### config.mk
export PLATFORM = sky130hd
export DESIGN_NAME = bubble_output_sequencer
export DESIGN_NICKNAME = d
export VERILOG_FILES = /design/src/rtl/bubble_output_sequencer.sv
export SDC_FILE = /design/constraint.sdc
export NUM_CORES = 1
export LEC_CHECK = 0
export BUFFER_PORTS_ARGS = -buffer_cell sky130_fd_sc_hd__buf_2
export CELL_PAD_IN_SITES_DETAIL_PLACEMENT = 0
export CELL_PAD_IN_SITES_GLOBAL_PLACEMENT = 2
export CORE_ASPECT_RATIO = 2
export CORE_MARGIN = 2
export CORE_UTILIZATION = 39
export DETAILED_ROUTE_END_ITERATION = 10
export PLACE_DENSITY_LB_ADDON = 0.1
export SYNTH_ARGS = -nofsm -noshare
export SYNTH_HDL_FRONTEND = slang
export SYNTH_SLANG_ARGS = --single-unit
### constraint.sdc
create_clock -name MCLK -period 7.4 [get_ports MCLK]
set_clock_uncertainty 0.05 [all_clocks]
set_input_delay 1.48 -clock MCLK [delete_from_list [all_inputs] [get_ports MCLK]]
set_output_delay 1.48 -clock MCLK [all_outputs]
set_load 0.05 [all_outputs]
### src/rtl/bubble_output_sequencer.sv
// Bubble output sequencer: prefetches page/bootloop bytes from the shared buffer
// RAM into a two-slot buffer and shifts them LSB-first onto BDOUT at each strobe.
module bubble_output_sequencer #(
  parameter int BOOT_BYTES  = 514,
  parameter int PAGE_BYTES  = 73,
  parameter int ACK_TIMEOUT = 255
) (
  input  logic        MCLK,
  input  logic        nRESET,
  input  logic [2:0]  ACCTYPE,
  input  logic [12:0] BOUTCYCLENUM,
  input  logic        nBOUTCLKEN,
  input  logic        nNOBUBBLE,
  output logic [10:0] MEM_ADDR,
  output logic        MEM_RD,
  output logic        MEM_WR,
  output logic [7:0]  MEM_WDATA,
  input  logic [7:0]  MEM_RDATA,
  input  logic        MEM_ACK,
  input  logic        HOST_REQ,
  input  logic [10:0] HOST_ADDR,
  input  logic [7:0]  HOST_WDATA,
  output logic        HOST_ACK,
  output logic        BDOUT,
  output logic        UNDERRUN,
  output logic        MEMERR
);

  localparam int TW = (ACK_TIMEOUT > 1) ? $clog2(ACK_TIMEOUT + 1) : 1;
  localparam logic [9:0]    BOOT_LAST = 10'(BOOT_BYTES - 1);
  localparam logic [10:0]   PAGE_LIM  = 11'(PAGE_BYTES);
  localparam logic [TW-1:0] TMO_LAST  = TW'(ACK_TIMEOUT - 1);

  typedef enum logic [1:0] {IDLE, RD_WAIT, WR_WAIT} state_t;

  state_t        state;
  logic          active_d;
  logic          discard;
  logic [TW-1:0] tmo;
  logic [9:0]    fptr;

  logic          cur_valid, nxt_valid;
  logic [9:0]    cur_tag, nxt_tag;
  logic [7:0]    cur_byte, nxt_byte;

  logic          active, acc_start, acc_end, bootsel;
  logic          strobe, launch_on, hit_cur, hit_nxt, promote;
  logic          rd_keep, in_range;
  logic [12:0]   next_bit;
  logic [9:0]    start_idx, start_ptr, fptr_inc, bit_idx;
  logic [2:0]    bit_sel;

  // Access edges, pointer arithmetic and slot lookup for the current strobe.
  always_comb begin
    active    = ACCTYPE[1];
    bootsel   = (ACCTYPE == 3'b110);
    acc_start = active & ~active_d;
    acc_end   = ~active & active_d;

    next_bit  = BOUTCYCLENUM + 13'd1;
    start_idx = next_bit[12:3];
    start_ptr = (bootsel && (start_idx > BOOT_LAST)) ? 10'd0 : start_idx;
    fptr_inc  = (bootsel && (fptr == BOOT_LAST)) ? 10'd0 : fptr + 10'd1;
    in_range  = bootsel ? (fptr <= BOOT_LAST) : ({1'b0, fptr} < PAGE_LIM);

    strobe    = ~nBOUTCLKEN;
    bit_idx   = BOUTCYCLENUM[12:3];
    bit_sel   = BOUTCYCLENUM[2:0];
    launch_on = strobe & nNOBUBBLE & active;
    hit_cur   = cur_valid & (cur_tag == bit_idx);
    hit_nxt   = nxt_valid & (nxt_tag == bit_idx);
    promote   = launch_on & ~hit_cur & hit_nxt;

    rd_keep   = (state == RD_WAIT) & MEM_ACK & ~discard & active & ~acc_start;
  end

  // Memory-port FSM: prefetch reads during access, host writes outside it.
  always_ff @(posedge MCLK or negedge nRESET) begin
    if (!nRESET) begin
      state     <= IDLE;
      active_d  <= 1'b0;
      discard   <= 1'b0;
      tmo       <= '0;
      fptr      <= '0;
      MEM_ADDR  <= '0;
      MEM_RD    <= 1'b0;
      MEM_WR    <= 1'b0;
      MEM_WDATA <= '0;
      HOST_ACK  <= 1'b0;
      MEMERR    <= 1'b0;
    end else begin
      active_d <= active;
      HOST_ACK <= 1'b0;

      if (acc_start) begin
        fptr   <= start_ptr;
        MEMERR <= 1'b0;
      end
      // A read still in flight across an access boundary belongs to a dead access.
      if ((acc_start || acc_end) && state == RD_WAIT)
        discard <= 1'b1;

      case (state)
        IDLE: begin
          if (active && !acc_start && !nxt_valid && in_range) begin
            MEM_RD   <= 1'b1;
            MEM_ADDR <= {bootsel, fptr};
            tmo      <= '0;
            discard  <= 1'b0;
            state    <= RD_WAIT;
          end else if (!active && HOST_REQ && !HOST_ACK) begin
            MEM_WR    <= 1'b1;
            MEM_ADDR  <= HOST_ADDR;
            MEM_WDATA <= HOST_WDATA;
            tmo       <= '0;
            state     <= WR_WAIT;
          end
        end

        RD_WAIT: begin
          if (MEM_ACK) begin
            MEM_RD <= 1'b0;
            state  <= IDLE;
            if (rd_keep)
              fptr <= fptr_inc;
          end else if (tmo == TMO_LAST) begin
            MEM_RD <= 1'b0;
            MEMERR <= 1'b1;
            state  <= IDLE;
          end else begin
            tmo <= tmo + 1'b1;
          end
        end

        WR_WAIT: begin
          if (MEM_ACK) begin
            MEM_WR   <= 1'b0;
            HOST_ACK <= 1'b1;
            state    <= IDLE;
          end else if (tmo == TMO_LAST) begin
            MEM_WR   <= 1'b0;
            HOST_ACK <= 1'b1;
            MEMERR   <= 1'b1;
            state    <= IDLE;
          end else begin
            tmo <= tmo + 1'b1;
          end
        end

        default: state <= IDLE;
      endcase
    end
  end

  // Two-slot byte buffer and bit launch; promotion frees next for a same-cycle fill.
  always_ff @(posedge MCLK or negedge nRESET) begin
    if (!nRESET) begin
      cur_valid <= 1'b0;
      nxt_valid <= 1'b0;
      cur_tag   <= '0;
      nxt_tag   <= '0;
      cur_byte  <= '0;
      nxt_byte  <= '0;
      BDOUT     <= 1'b1;
      UNDERRUN  <= 1'b0;
    end else begin
      if (acc_start || acc_end) begin
        cur_valid <= 1'b0;
        nxt_valid <= 1'b0;
      end else begin
        if (promote) begin
          cur_valid <= 1'b1;
          cur_tag   <= nxt_tag;
          cur_byte  <= nxt_byte;
          nxt_valid <= 1'b0;
        end
        if (rd_keep) begin
          if (!promote && !cur_valid) begin
            cur_valid <= 1'b1;
            cur_tag   <= fptr;
            cur_byte  <= MEM_RDATA;
          end else begin
            nxt_valid <= 1'b1;
            nxt_tag   <= fptr;
            nxt_byte  <= MEM_RDATA;
          end
        end
      end

      if (acc_start)
        UNDERRUN <= 1'b0;

      if (strobe) begin
        if (!launch_on)
          BDOUT <= 1'b1;
        else if (hit_cur)
          BDOUT <= cur_byte[bit_sel];
        else if (hit_nxt)
          BDOUT <= nxt_byte[bit_sel];
        else begin
          BDOUT    <= 1'b1;
          UNDERRUN <= 1'b1;
        end
      end
    end
  end

endmodule

# Yosys cells after proc, flatten, opt, wreduce, memory -nomap -nowiden
# Index checks and enable logic that the tools add are counted.
[classes]
reduce_logical = 29
eq_ne = 16
add_sub_neg = 3
n_bitwise = 21
muxes = 62
magnitude_cmp = 4
[op_table]
columns = ["cell", "count"]
rows = [
  ["$mux 10", 9],
  ["$mux 8", 7],
  ["$mux 1", 34],
  ["$mux 11", 2],
  ["$eq 10x10->1", 2],
  ["$pmux 8 s2", 1],
  ["$add 13x1->13 const B", 1],
  ["$and 1x1->1", 12],
  ["$add 10x1->10 const B", 1],
  ["$eq 10x10->1 const B", 1],
  ["$gt 10x10->1 const B", 1],
  ["$le 10x10->1 const B", 1],
  ["$lt 10x7->1 const B", 1],
  ["$ne 2x2->1 const B", 5],
  ["$logic_and 1x1->1", 9],
  ["$not 1->1", 9],
  ["$reduce_and 3->1", 3],
  ["$add 8x1->8 const B", 1],
  ["$eq 8x8->1 const B", 1],
  ["$mux 2", 4],
  ["$reduce_and 4->1", 2],
  ["$reduce_bool 2->1", 4],
  ["$bmux 1 s3", 2],
  ["$logic_not 1->1", 6],
  ["other kinds (13)", 16],
]
[totals]
input_bits = 49
reg_bits = 85
word_cells = 154

# Longest topological paths before layout
[logic_depth]
depth_word = 10
mapped_depth = 9
mapped_depth_nobuf = 8

# Least setup slack after synthesis
# OpenSTA, ideal clock, no wires.
[synth_timing]
path_kind = "input to register"
start = "input BOUTCYCLENUM[10]"
end = "register nxt_tag[0]"
slack_ps = 3686
required_ps = 7222
arrival_time_ps = 3536
path_stages = 9
path_cell_list = "clkbuf_1 xnor2_1 nand4_1 or3_1 nand3_1 a211o_1 clkbuf_1 buf_2 mux2_1"
[synth_between]
elab_chain_len = 9
elab_cells_between_ends = 11
[synth_lines]
columns = ["element", "line_no", "source"]
rows = [
  ["start: declaration", "11", "input logic [12:0] BOUTCYCLENUM,"],
  ["$eq 10x10->1", "70", "hit_cur = cur_valid & (cur_tag == bit_idx);"],
  ["$and 1x1->1", "70", ""],
  ["$not 1->1", "72", "promote = launch_on & ~hit_cur & hit_nxt;"],
  ["$and 1x1->1", "72", ""],
  ["$and 1x1->1 (*)", "72", ""],
  ["$logic_not 1->1 (*)", "178", "if (!promote && !cur_valid) begin"],
  ["$logic_and 1x1->1 (*)", "178", ""],
  ["$not 1->1 (no line) (*)", "-", ""],
  ["$reduce_and 3->1 (no line) (*)", "-", ""],
  ["end signal: assignment", "184", "nxt_tag <= fptr;"],
  ["end: declaration", "43", "logic [9:0] cur_tag, nxt_tag;"],
]
# Every way passes the cells marked *; elsewhere a longest branch is shown, timed or not.
# A chain may end at the register's enable or synchronous reset.

# Worst setup path after layout
[layout_timing]
start = "input ACCTYPE[1]"
end = "register cur_tag[2]"
[layout_between]
elab_chain_len = 7
elab_cells_between_ends = 15
[layout_lines]
columns = ["element", "line_no", "source"]
rows = [
  ["start: declaration", "10", "input logic [2:0] ACCTYPE,"],
  ["$and 1x1->1", "69", "launch_on = strobe & nNOBUBBLE & active;"],
  ["$and 1x1->1 (2 in series)", "72", ""],
  ["$logic_not 1->1", "178", ""],
  ["$logic_and 1x1->1", "178", ""],
  ["$mux 10", "178", ""],
  ["$mux 10", "177", "if (rd_keep) begin"],
  ["end signal: assignment", "173", "cur_tag <= nxt_tag;"],
  ["end signal: assignment", "180", "cur_tag <= fptr;"],
  ["end: declaration", "43", ""],
]
# Several ways; a longest one is shown, not always the timed one.

==> impl_metrics.env <==
export IMPL_outcome="complete, no violations"
export IMPL_final_layout_size_suffix_gt1_frac=0.221
export IMPL_postCtsSetupRepairBufs=0
export IMPL_grt_use_total=0.223
export IMPL_slew_violations=0
export IMPL_overflow=0
export IMPL_clk_latency_ns=0.35
export IMPL_finalNetCount=602
export IMPL_critPathMaxFanout=19
export IMPL_gp_congestion=0.915
export IMPL_ctsResizeCount=0
export IMPL_post_place_ws_ns=3.02
export IMPL_numPortBuffers=73
export IMPL_leakagePower_nw=2.46
export IMPL_cts_tree="built"
export IMPL_worst_path_buf_inv=2
export IMPL_setup_violations=0
export IMPL_wl_mm=14.6
export IMPL_crit_path_end_kind="register"
export IMPL_critPathKind="in2reg"
export IMPL_tightest_slew_ns=0.934
export IMPL_yosysUniqueCellTypes=68
export IMPL_async_flop_share=1.00
export IMPL_cts_max_level=3
export IMPL_slowest_delay_ns=0.87
export IMPL_grt_max_degree=62
export IMPL_start_util=0.400
export IMPL_core_area_um2=12200
export IMPL_vias=3962
export IMPL_dieArea_um2=13500
export IMPL_rows=57
export IMPL_rsz0062_at_grt="false"
export IMPL_dpl_hpwl_mm=11.0
export IMPL_power_density_nw_per_um2=326
export IMPL_drt_iter0_drc=207
export IMPL_drt_first_pass_iters=4
export IMPL_synth_edf_count=0
export IMPL_antenna_left=0
export IMPL_syn_inst=491
export IMPL_fin_hold_ws_ns=0.441
export IMPL_antenna_found_initial=0
export IMPL_slowest_stage="nand3_1"
export IMPL_critPathRequiredTime_ns=7.60
export IMPL_via_per_inst=5.70
export IMPL_first_global_vias=4225
export IMPL_yosys_warnings=0
export IMPL_ir_worst_vdd_v=0.000344
export IMPL_cts_made_buffers=9
export IMPL_drcViolationCount=0
export IMPL_wl_per_cell_um=21.0
export IMPL_finalCritPeriodShare=0.542
export IMPL_path_delay_family="simple AND/OR/NAND/NOR gates"
export IMPL_area_growth_pct=15.4
export IMPL_netlist_area_um2=4880
export IMPL_tns_ns=0
export IMPL_clock_root_buffer="clkbuf_16"
export IMPL_die_x_um=83.1
export IMPL_seqCellArea_um2=2130
export IMPL_die_h_um=162
export IMPL_fillers=1178
export IMPL_fmax_mhz=249
export IMPL_clkSinkCount=85
export IMPL_yosys_most_used_dff="dfrtp_1"
export IMPL_critical_path_arrival_ns=4.21
export IMPL_grt_first_pass_wirelength_mm=23.1
export IMPL_crit_path_start_kind="primary input"
export IMPL_clk_pin_slew_ns=0.07
export IMPL_seq_area_frac_synth=0.436
export IMPL_syn_num_nets=550
export IMPL_cts_hold_buf=0
export IMPL_syn_area_per_cell_um2=9.94
export IMPL_maxCapViolations=0
export IMPL_slew_headroom=0.376
export IMPL_cts_path_max_buffers=2
export IMPL_crit_chain="buf_2, ha_1, nand3_1, o21ai_1, buf_4, nor2_1, a211oi_1"
export IMPL_holdCritPathClass="reg2reg"
export IMPL_diodes=0
export IMPL_hold_violations=0
export IMPL_ys_seq_elements=85
export IMPL_finalCriticalPeriod_ns=4.01
export IMPL_layout_setup_ws_ns=3.39
export IMPL_multi_input_area_um2=2550
export IMPL_ios=74
==> path summary, 6_finish.rpt <==
kind	slack, ns	end	start	cells past startpoint
min in group asynchronous	1.00	nxt_tag[5]	nRESET	1
max in group asynchronous	5.12	fptr[0]	nRESET	2
worst max-delay path	3.39	cur_tag[2]	ACCTYPE[1]	7
worst min register to register	0.44	MEM_WDATA[4]	MEM_WDATA[4]	1
worst min-delay path	0.44	MEM_WDATA[4]	MEM_WDATA[4]	1
worst max register to register	4.09	MEM_ADDR[0]	fptr[6]	6
==> routing by layer <==
metal / GRT usage / part of all wire / vias up
met4: 0.126 / 0.046 / 0
met5: 0 / 0 / -
met2: 0.426 / 0.57 / 112
met1: 0.230 / 0.35 / 1933
li1: - / - / 1883
met3: 0.0259 / 0.034 / 34
==> stage by stage <==
| stage | util | std cells | cell area [um^2] | total power, mW |
|---|---|---|---|---|
| after global placement | 0.435 | 679 | 5310 | 1.33 |
| after floorplan | - | 491 | 4880 | 1.15 |
| after global routing | 0.462 | 695 | 5630 | 1.92 |
| after detailed placement | 0.435 | 679 | 5310 | 1.34 |
| after CTS | 0.462 | 695 | 5630 | 1.85 |
| final | 0.462 | 695 | 5630 | 1.84 |
==> cells in the mapped netlist (2+ instances only) <==
master      n  area, um^2
nor3b_1     2        15.0
o221a_2    10         113
and2_1      2        12.5
dfrtp_1    84        2100
mux2_1     26         293
o211ai_1    2        15.0
a2bb2oi_1  10        87.6
buf_1       4        15.0
and3_1      3        18.8
o221a_1     5        56.3
o21a_1      2        15.0
a211oi_2    3        37.5
nor4_1      3        18.8
o32ai_1     2        17.5
nor2_1     46         173
o221ai_1    4        35.0
a211oi_1    3        22.5
o21ai_0    13        65.1
nand2b_1   18         113
nand3_1    18        90.1
or3_1       2        12.5
xnor2_1    32         280
o21ai_1     8        40.0
clkbuf_1   25        93.8
a21o_1      3        22.5
o22ai_1    11        68.8
buf_2       4        20.0
xor2_1      3        26.3
a21oi_1     7        35.0
buf_6       2        22.5
and3b_1     2        17.5
inv_1      15        56.3
nor2b_1     5        31.3
nand2_1    42         158
nand4_1    13        81.3
nor3_1     10        50.1
nand4b_1    2        17.5
mux2i_1     2        20.0
ha_1       10         125
mux4_2      4        90.1
or4_4       2        22.5
==> where the power goes <==
group | switching (mW) | internal [mW]
registers | 0.108 | 0.576
clock network | 0.210 | 0.301
logic | 0.429 | 0.211
total | 0.747 | 1.09
==> cell type report <==
class                      instances  area share
clock buffer                       9      0.0400
timing repair buffer              76      0.0693
clock inverter                     7      0.0182
sequential                        85       0.378
inverter                          15      0.0100
multi-input combinational        356       0.452
tap                              147      0.0327
==> placed cells by master, fill, tap and decap left out, types with 3 or more instances in the layout <==
| cell | Yosys | routed |
|---|---|---|
| a2bb2oi_1 | 10 | 10 |
| dfrtp_1 | 84 | 84 |
| o221a_1 | 5 | 5 |
| ha_1 | 10 | 10 |
| a211oi_1 | 3 | 3 |
| inv_1 | 15 | 15 |
| o21ai_0 | 13 | 13 |
| nand3_1 | 18 | 18 |
| o221a_2 | 10 | 10 |
| mux2_1 | 26 | 26 |
| nor2b_1 | 5 | 5 |
| clkbuf_16 | 0 | 9 |
| nand2b_1 | 18 | 18 |
| a211oi_2 | 3 | 3 |
| o21ai_1 | 8 | 8 |
| nand2_1 | 42 | 42 |
| xor2_1 | 3 | 3 |
| nor2_1 | 46 | 46 |
| and3_1 | 3 | 3 |
| nor4_1 | 3 | 3 |
| o221ai_1 | 4 | 4 |
| a21o_1 | 3 | 3 |
| xnor2_1 | 32 | 32 |
| a21oi_1 | 7 | 7 |
| o22ai_1 | 11 | 11 |
| buf_2 | 4 | 72 |
| mux4_2 | 4 | 4 |
| nand4_1 | 13 | 13 |
| buf_4 | 0 | 4 |
| nor3_1 | 10 | 10 |
==> registers in the layout (all words and copies together) (netlist names), 2 cells and up <==
| name | cells |
|---|---|
| nxt_tag | 10 |
| state | 2 |
| MEM_ADDR | 11 |
| cur_tag | 10 |
| MEM_WDATA | 8 |
| tmo | 8 |
| nxt_byte | 8 |
| cur_byte | 8 |
| fptr | 10 |
==> cells by family after synthesis <==
| group | after synthesis | share of synthesized area |
|---|---|---|
| multiplexers | 33 | 0.0848 |
| buffers and inverters | 50 | 0.0425 |
| flip-flops | 85 | 0.436 |
| AO/OA/AOI/OAI | 100 | 0.164 |
| AND/OR/NAND/NOR | 178 | 0.184 |
| adder cells (fa/ha/maj) | 10 | 0.0256 |
| XOR/XNOR | 35 | 0.0628 |
No activity file was read; power rests on OpenSTA's default activity.
